**config.mk**
```make
export PLATFORM = sky130hd
export DESIGN_NAME = mult_div_unit
export DESIGN_NICKNAME = d
export VERILOG_FILES = /design/src/rtl/mult_div_unit.sv
export SDC_FILE = /design/constraint.sdc
export NUM_CORES = 1
export LEC_CHECK = 0
export ABC_AREA = 0
export CAP_MARGIN = 20
export CORE_MARGIN = 10
export CORE_UTILIZATION = 45
export CTS_CLUSTER_SIZE = 10
export DETAILED_ROUTE_END_ITERATION = 6
export PLACE_DENSITY = 0.73
export SYNTH_ARGS = -nofsm -noshare
export SYNTH_HDL_FRONTEND = slang
export SYNTH_SLANG_ARGS = --single-unit
```
**constraint.sdc**
```tcl
create_clock -name clk -period 6.2 [get_ports clk]
set_clock_uncertainty 0.05 [all_clocks]
set_input_delay 1.24 -clock clk [delete_from_list [all_inputs] [get_ports clk]]
set_output_delay 1.24 -clock clk [all_outputs]
set_load 0.01 [all_outputs]
```
**src/rtl/mult_div_unit.sv**
```systemverilog
// Iterative MULT/MULTU/DIV/DIVU unit owning the HI/LO special registers.
// Latency: start sampled at E0, hi/lo written and done high in the cycle after edge E(WIDTH+2).
// Backpressure: start is accepted only in IDLE with done low; start/mthi/mtlo are ignored otherwise.
// Ports: clk, rst_n (async, active low); start/op/rs_val/rt_val request an operation;
//        mthi/mtlo write rs_val into HI/LO when idle; hi/lo are the registers;
//        busy marks an operation in flight; done pulses for one cycle per result.
module mult_div_unit #(
  parameter int WIDTH = 32
) (
  input  logic             clk,
  input  logic             rst_n,
  input  logic             start,
  input  logic [1:0]       op,
  input  logic [WIDTH-1:0] rs_val,
  input  logic [WIDTH-1:0] rt_val,
  input  logic             mthi,
  input  logic             mtlo,
  output logic [WIDTH-1:0] hi,
  output logic [WIDTH-1:0] lo,
  output logic             busy,
  output logic             done
);

  localparam int CW = $clog2(WIDTH + 1);

  typedef enum logic [1:0] {IDLE, CALC, FIX, DONE} state_t;

  state_t             state_q, state_d;
  logic [CW-1:0]      cnt_q, cnt_d;
  logic [WIDTH:0]     m_q, m_d;          // multiplicand or divisor magnitude
  logic [WIDTH-1:0]   acc_hi_q, acc_hi_d; // product upper half / partial remainder
  logic [WIDTH-1:0]   acc_lo_q, acc_lo_d; // multiplier bits / dividend-then-quotient
  logic               div_q, div_d;
  logic               neg_res_q, neg_res_d;
  logic               neg_a_q, neg_a_d;
  logic               div0_q, div0_d;
  logic [WIDTH-1:0]   hi_q, hi_d;
  logic [WIDTH-1:0]   lo_q, lo_d;
  logic               done_q, done_d;

  // Operand magnitudes are WIDTH+1 bits so the most-negative value negates cleanly.
  logic               a_neg, b_neg;
  logic [WIDTH:0]     a_mag, b_mag;
  logic [WIDTH:0]     sum;
  logic [WIDTH:0]     r_sh;
  logic [2*WIDTH-1:0] prod;

  assign a_neg = ~op[0] & rs_val[WIDTH-1];
  assign b_neg = ~op[0] & rt_val[WIDTH-1];
  assign a_mag = a_neg ? ({1'b0, ~rs_val} + (WIDTH+1)'(1)) : {1'b0, rs_val};
  assign b_mag = b_neg ? ({1'b0, ~rt_val} + (WIDTH+1)'(1)) : {1'b0, rt_val};

  always_comb begin
    state_d   = state_q;
    cnt_d     = cnt_q;
    m_d       = m_q;
    acc_hi_d  = acc_hi_q;
    acc_lo_d  = acc_lo_q;
    div_d     = div_q;
    neg_res_d = neg_res_q;
    neg_a_d   = neg_a_q;
    div0_d    = div0_q;
    hi_d      = hi_q;
    lo_d      = lo_q;
    done_d    = 1'b0;
    sum       = '0;
    r_sh      = '0;
    prod      = '0;

    case (state_q)
      IDLE: begin
        if (!done_q) begin
          if (start) begin
            div_d     = op[1];
            neg_res_d = a_neg ^ b_neg;
            neg_a_d   = a_neg;
            div0_d    = (rt_val == '0);
            m_d       = op[1] ? b_mag : a_mag;
            acc_lo_d  = op[1] ? a_mag[WIDTH-1:0] : b_mag[WIDTH-1:0];
            acc_hi_d  = '0;
            cnt_d     = CW'(WIDTH);
            state_d   = CALC;
          end else begin
            if (mthi) hi_d = rs_val;
            if (mtlo) lo_d = rs_val;
          end
        end
      end

      CALC: begin
        if (div_q) begin
          // Restoring step: shift in next dividend bit, subtract divisor if it fits.
          r_sh = {acc_hi_q, acc_lo_q[WIDTH-1]};
          if (r_sh >= m_q) begin
            acc_hi_d = WIDTH'(r_sh - m_q);
            acc_lo_d = {acc_lo_q[WIDTH-2:0], 1'b1};
          end else begin
            acc_hi_d = r_sh[WIDTH-1:0];
            acc_lo_d = {acc_lo_q[WIDTH-2:0], 1'b0};
          end
        end else begin
          // Shift-add step: the carry out of the add shifts down into the upper half.
          sum      = {1'b0, acc_hi_q} + (acc_lo_q[0] ? m_q : '0);
          acc_hi_d = sum[WIDTH:1];
          acc_lo_d = {sum[0], acc_lo_q[WIDTH-1:1]};
        end
        cnt_d = cnt_q - CW'(1);
        if (cnt_q == CW'(1)) state_d = FIX;
      end

      FIX: begin
        if (div_q) begin
          // A zero divisor keeps the all-ones quotient; the remainder then equals rs.
          if (neg_res_q && !div0_q) acc_lo_d = -acc_lo_q;
          if (neg_a_q)              acc_hi_d = -acc_hi_q;
        end else begin
          prod = {acc_hi_q, acc_lo_q};
          if (neg_res_q) prod = -prod;
          acc_hi_d = prod[2*WIDTH-1:WIDTH];
          acc_lo_d = prod[WIDTH-1:0];
        end
        state_d = DONE;
      end

      DONE: begin
        hi_d    = acc_hi_q;
        lo_d    = acc_lo_q;
        done_d  = 1'b1;
        state_d = IDLE;
      end

      default: state_d = IDLE;
    endcase
  end

  always_ff @(posedge clk or negedge rst_n) begin
    if (!rst_n) begin
      state_q   <= IDLE;
      cnt_q     <= '0;
      m_q       <= '0;
      acc_hi_q  <= '0;
      acc_lo_q  <= '0;
      div_q     <= 1'b0;
      neg_res_q <= 1'b0;
      neg_a_q   <= 1'b0;
      div0_q    <= 1'b0;
      hi_q      <= '0;
      lo_q      <= '0;
      done_q    <= 1'b0;
    end else begin
      state_q   <= state_d;
      cnt_q     <= cnt_d;
      m_q       <= m_d;
      acc_hi_q  <= acc_hi_d;
      acc_lo_q  <= acc_lo_d;
      div_q     <= div_d;
      neg_res_q <= neg_res_d;
      neg_a_q   <= neg_a_d;
      div0_q    <= div0_d;
      hi_q      <= hi_d;
      lo_q      <= lo_d;
      done_q    <= done_d;
    end
  end

  assign hi   = hi_q;
  assign lo   = lo_q;
  assign busy = (state_q != IDLE);
  assign done = done_q;

endmodule
```
# Word level (Yosys, flattened, before mapping)
# Index checks and enable logic that the tools add are counted.
[word_totals]
regBits = 174
input_bits = 71
out_inout_bits = 66
word_cells = 92
[classes]
add_sub_neg = 8
order_cmp = 1
eq_ne = 13
muxes = 36
bitwise = 7
reduce_logical = 15
[op_table]
columns = ["operator", "count"]
rows = [
  ["two-way mux 32 bit", 18],
  ["case mux 32 bit (3 select lines)", 2],
  ["two-way mux 33 bit", 4],
  ["case mux 32 bit (2 select lines)", 2],
  ["adder 32 x 1 -> 33 bit (second input constant)", 2],
  ["two-way mux 64 bit", 1],
  ["negator 32 bit", 2],
  ["negator 64 bit", 1],
  ["NOT 32 bit", 2],
  ["adder 32 x 33 -> 33 bit", 1],
  [">= comparator 33 bit", 1],
  ["zero test 32 bit", 1],
  ["subtractor 32 bit", 1],
  ["two-way mux 6 bit", 2],
  ["!= test 2 bit (second input constant)", 6],
  ["case mux 6 bit (2 select lines)", 1],
  ["AND reduction 5 bit", 2],
  ["!= test 3 bit (second input constant)", 3],
  ["AND reduction 3 bit", 3],
  ["case mux 2 bit (4 select lines)", 1],
  ["AND reduction 4 bit", 2],
  ["== test 6 x 1 -> 1 bit (second input constant)", 1],
  ["two-way mux 2 bit", 3],
  ["nonzero test 2 bit", 3],
  ["11 further kinds", 15],
]

# Logic depth before layout (Yosys ltp)
[depth]
ltp_word = 7
depth_mapped = 15

# Worst setup path after synthesis
# Ideal clock, no wire load.
[synth_path]
path_type = "in2reg"
startpoint = "input port rs_val[5]"
endpoint = "register acc_lo_q[28]"
setup_time_ns = 0.119
arrival_ns = 3.667
setup_slack_ns = 2.364
cell_stages = 10
path_cell_list = "or4_4 -> nor4b_2 -> nand2_1 -> o41ai_1 -> o21ai_1 -> a21oi_1 -> xnor2_1 -> mux2_2 -> a2bb2oi_1 -> a21o_2"
[synth_between]
elab_chain_len = 7
[synth_rtl]
columns = ["item", "line", "source"]
rows = [
  ["start, declared", "14", "input logic [WIDTH-1:0] rs_val,"],
  ["NOT 32 bit", "50", "assign a_mag = a_neg ? ({1'b0, ~rs_val} + (WIDTH+1)'(1)) : {1'b0, rs_val};"],
  ["adder 32 x 1 -> 33 bit", "50", ""],
  ["two-way mux 33 bit", "50", ""],
  ["two-way mux 32 bit", "79", "acc_lo_d = op[1] ? a_mag[WIDTH-1:0] : b_mag[WIDTH-1:0];"],
  ["two-way mux 32 bit", "73", "if (start) begin"],
  ["two-way mux 32 bit", "72", "if (!done_q) begin"],
  ["case mux 32 bit (3 select lines)", "70", "case (state_q)"],
  ["end signal, assigned", "155", "acc_lo_q <= acc_lo_d;"],
  ["end, declared", "32", "logic [WIDTH-1:0] acc_lo_q, acc_lo_d;"],
]
# No other way between the ends. The select of a mux whose other input is x is not followed.
# A chain may end at the register's enable or synchronous reset.

# Worst setup path after layout
[layout_path]
startpoint = "input port rs_val[3]"
endpoint = "register acc_lo_q[28]"
# The elaborated chain is that of the path after synthesis.

==> results_dict.tcl <==
set metrics [dict create \
    outcome "complete, no violations" \
    share_seq_of_total_power 0.236 \
    drt_iter0_drc 1877 \
    route.vias.total 16200 \
    h-tree-depth 4 \
    switching_power_mw 4.87 \
    fin_tns_setup_ns 0 \
    flow.area_growth_from_synthesis_pct 14.9 \
    detailedPlacementHpwl_um 45900 \
    detail_route.wl_per_cell_um 23.3 \
    synth_top_flop_cell "sky130_fd_sc_hd__dfrtp_1" \
    pwr_density_cell_mw_per_mm2 536 \
    synth_area_leader_cell "sky130_fd_sc_hd__dfrtp_1" \
    post_route_cells_drive_above_1_share 0.0489 \
    power.clock.fraction 0.125 \
    timing.reg2reg.setup_slack_ns 1.84 \
    cts.clk_slew.worst_paths_ns 0.07 \
    final.min_clock_period_ns 4.40 \
    post-route-drc-count 0 \
    post_cts.resized_instances 0 \
    critical_path_peak_fanout 5 \
    setup.worst_path.start_class "input port" \
    die_extent_in_x_um 205 \
    gp_congestion 0.994 \
    clk_path_buf_depth 2 \
    final_design_area_no_fill_mm2 0.0177 \
    remaining_global_route_overflow 0 \
    initial_antenna_violation_count 1 \
    top_level_ports 137 \
    grt_setup_unrepaired "false" \
    crit_type "in -> reg" \
    power.share.switching 0.513 \
    cts_num_sinks 174 \
    largest_net_degree_at_the_start_of_global_routing 100 \
    io_buffer_count 136 \
    via_per_inst 6.32 \
    ctsHoldBuffers 0 \
    final_nets 2245 \
    chip_height_um 205 \
    max_stage_delay_ns 0.60 \
    syn-mean-instance-area_um2 7.53 \
    min_period_over_period 0.709 \
    worstPathArrival_ns 4.69 \
    holdCritPathClass "reg -> reg" \
    p_int_mw 4.63 \
    synth_nets 2196 \
    fp-row-count 67 \
    crit-reg2reg-launch "acc_lo_q[0]$_DFFE_PN0P_" \
    combinationalPowerShare 0.639 \
    initial_cell_density_of_the_core 0.457 \
    route.final.wire_length_um 59500 \
    worstHoldEndpoint "hi[17]$_DFFE_PN0P_" \
    diodes 0 \
    synth_seq_area_share 0.282 \
    maxCapViolCount 0 \
    cp_cell_sequence "clkdlybuf4s50_1 -> or4_4 -> nor4b_2 -> nand2_1 -> o41ai_1 -> o21ai_1 -> a21oi_1 -> xnor2_1 -> mux2_2 -> a2bb2oi_1 -> a21o_2" \
    critical_path.endpoint_type "register" \
    die_area_mm2 0.0421 \
    leakage_nw 7.39 \
    vdd.ir_drop.worst_v 0.000471 \
    max-slew-margin-rel 0.258 \
    detailed_place.area_mm2 0.0171 \
    cts.root.buffer_cell "sky130_fd_sc_hd__clkbuf_16" \
    maxSlewViolCount 0 \
    worst_r2r_endpoint "acc_hi_q[28]$_DFFE_PN0P_" \
    synth-edff-count 0 \
    r2r_cells 15 \
    fillerInstances 3272 \
    report.final.setup_viol 0 \
    ant_nets 0 \
    critical_path_required_ns 6.50 \
    synth_top_cells_by_area "sky130_fd_sc_hd__dfrtp_1, sky130_fd_sc_hd__o21ai_0, sky130_fd_sc_hd__a21oi_1" \
    synth_area_mm2 0.0154 \
    worst_max_slew_pin_slew_ns 1.11 \
    crit_slowest_cell "sky130_fd_sc_hd__or4_4" \
    grt_pass1_vias 15500 \
    ys.warnings.count 0 \
    fp.coreArea_mm2 0.0337 \
    finalCoreUtilization 0.526 \
    yosys.area.top_type_share 0.282 \
    synth-async-reset-ratio 1.00 \
    wire_length_of_the_first_global_routing_pass_um 90300 \
    maxClockFrequency_mhz 227 \
    first_pass_iters 7 \
    ys_types 83 \
    number_of_buffers_added_for_setup_after_cts 0 \
    post_synth_most_frequent_cells "sky130_fd_sc_hd__o21ai_0, sky130_fd_sc_hd__a21oi_1, sky130_fd_sc_hd__nand2_1" \
    cts_tree "done" \
    synth_seq_cells 174 \
    synth.most_common_cell "sky130_fd_sc_hd__o21ai_0" \
    grtUsageTotal 0.275 \
    report.final.hold_viol_count 0 \
    cts_buffers 17 \
    synth_cells 2048 \
    min_from "hi[17]$_DFFE_PN0P_" \
    timing.hold.worst_path_depth 2 \
    clock_latency_reported_for_the_late_side_of_the_worst_skew_pair_ns 0.45 \
]
-- worst max path at each step --
stage                                 start                        to  slack (ns)  cells after the start
finish                            rs_val[3]  acc_lo_q[28]$_DFFE_PN0P_        1.80                     11
global route        acc_lo_q[0]$_DFFE_PN0P_  acc_hi_q[31]$_DFFE_PN0P_        1.46                     14
CTS                               rs_val[3]  acc_lo_q[28]$_DFFE_PN0P_        1.86                     11
detailed placement                rs_val[3]  acc_lo_q[28]$_DFFE_PN0P_        1.42                     11
global placement                  rs_val[3]  acc_lo_q[28]$_DFFE_PN0P_        1.47                     11
floorplan                         rs_val[5]  acc_lo_q[28]$_DFFE_PN0P_        2.36                     10
-- layer usage --
metal | track usage | vias to the layer above | wire (um)
met5 | 0 | - | 20
met4 | 0.113 | 2 | 2600
met3 | 0.0532 | 183 | 5350
met2 | 0.442 | 872 | 27100
met1 | 0.356 | 7651 | 24400
li1 | - | 7457 | -
-- flip-flops by register name, indices dropped and copies added (netlist names) --
register   flops
acc_hi_q      32
acc_lo_q      32
neg_a_q        1
div0_q         1
m_q           33
div_q          1
lo            32
state_q        2
neg_res_q      1
hi            32
cnt_q          6
done           1
-- cells by family (layout without fill, tap and decap cells) --
| logic type | Yosys count | count (layout) | synth area share |
|---|---|---|---|
| multiplexers | 63 | 63 | 0.0421 |
| adder cells (fa/ha/maj) | 77 | 77 | 0.0635 |
| AO/OA/AOI/OAI | 705 | 705 | 0.273 |
| XOR/XNOR | 123 | 123 | 0.0699 |
| AND/OR/NAND/NOR | 696 | 696 | 0.217 |
| flip-flops | 174 | 174 | 0.282 |
| buffers and inverters | 210 | 270 | 0.0520 |
-- stage by stage --
step                hold slack [ns]  worst slack, ns  instances  power [mW]
floorplan                     0.399             2.36       2048        6.08
global placement              0.411             1.47       2524        8.02
detailed placement            0.419             1.42       2524        8.11
CTS                           0.434             1.86       2554        9.31
global route                  0.447             1.46       2556        10.1
finish                        0.425             1.80       2556        9.49
-- critical path, delay by kind of cell --
| family | cells | cell delay (ns) |
|---|---|---|
| mux | 1 | 0.27 |
| simple gates | 3 | 1.13 |
| compound gates | 5 | 1.44 |
| xor+xnor | 1 | 0.10 |
| buf+inv | 1 | 0.51 |
-- cells in the final DEF, fill, tap and decap left out, types with 9 or more instances in the layout --
cell	n
sky130_fd_sc_hd__ha_1	74
sky130_fd_sc_hd__a211oi_1	15
sky130_fd_sc_hd__nor2_1	201
sky130_fd_sc_hd__nand2b_1	19
sky130_fd_sc_hd__nor3_1	57
sky130_fd_sc_hd__mux2_2	15
sky130_fd_sc_hd__o311ai_0	9
sky130_fd_sc_hd__a22oi_1	9
sky130_fd_sc_hd__xnor2_1	72
sky130_fd_sc_hd__nand3_1	26
sky130_fd_sc_hd__mux2i_1	48
sky130_fd_sc_hd__nor4_1	15
sky130_fd_sc_hd__xor2_1	51
sky130_fd_sc_hd__buf_4	23
sky130_fd_sc_hd__a21oi_1	226
sky130_fd_sc_hd__and3_1	11
sky130_fd_sc_hd__o21a_1	13
sky130_fd_sc_hd__nand2_1	220
sky130_fd_sc_hd__and2_1	11
sky130_fd_sc_hd__a21o_1	27
sky130_fd_sc_hd__nor2b_1	45
sky130_fd_sc_hd__dfrtp_1	173
sky130_fd_sc_hd__clkbuf_16	17
sky130_fd_sc_hd__a31oi_1	18
sky130_fd_sc_hd__o211ai_1	20
sky130_fd_sc_hd__or4_1	15
sky130_fd_sc_hd__clkdlybuf4s50_1	134
sky130_fd_sc_hd__inv_1	79
sky130_fd_sc_hd__o21ai_0	245
sky130_fd_sc_hd__nand4_1	12
sky130_fd_sc_hd__o221ai_1	18
sky130_fd_sc_hd__o41ai_1	10
sky130_fd_sc_hd__o31ai_1	20
sky130_fd_sc_hd__or3_1	23
-- area by class of cell --
cell class,instances,area (um2),share of cell area
flip-flops and latches,174,4360,0.246
inverters,80,300,0.0170
clock buffers,18,429,0.0242
multi-input cells,1664,10300,0.583
well taps,448,561,0.0317
repair buffers,160,1560,0.0880
clock inverters,12,186,0.0105
-- power by group through the flow --
| stage | Combinational (mW) | Clock (mW) | Sequential (mW) |
|---|---|---|---|
| floorplan | 4.05 | 0 | 2.03 |
| global placement | 5.80 | 0 | 2.22 |
| detailed placement | 5.87 | 0 | 2.24 |
| CTS | 5.90 | 1.19 | 2.22 |
| global route | 6.59 | 1.23 | 2.30 |
| finish | 6.07 | 1.18 | 2.24 |
(Power assumes the default switching activity.)
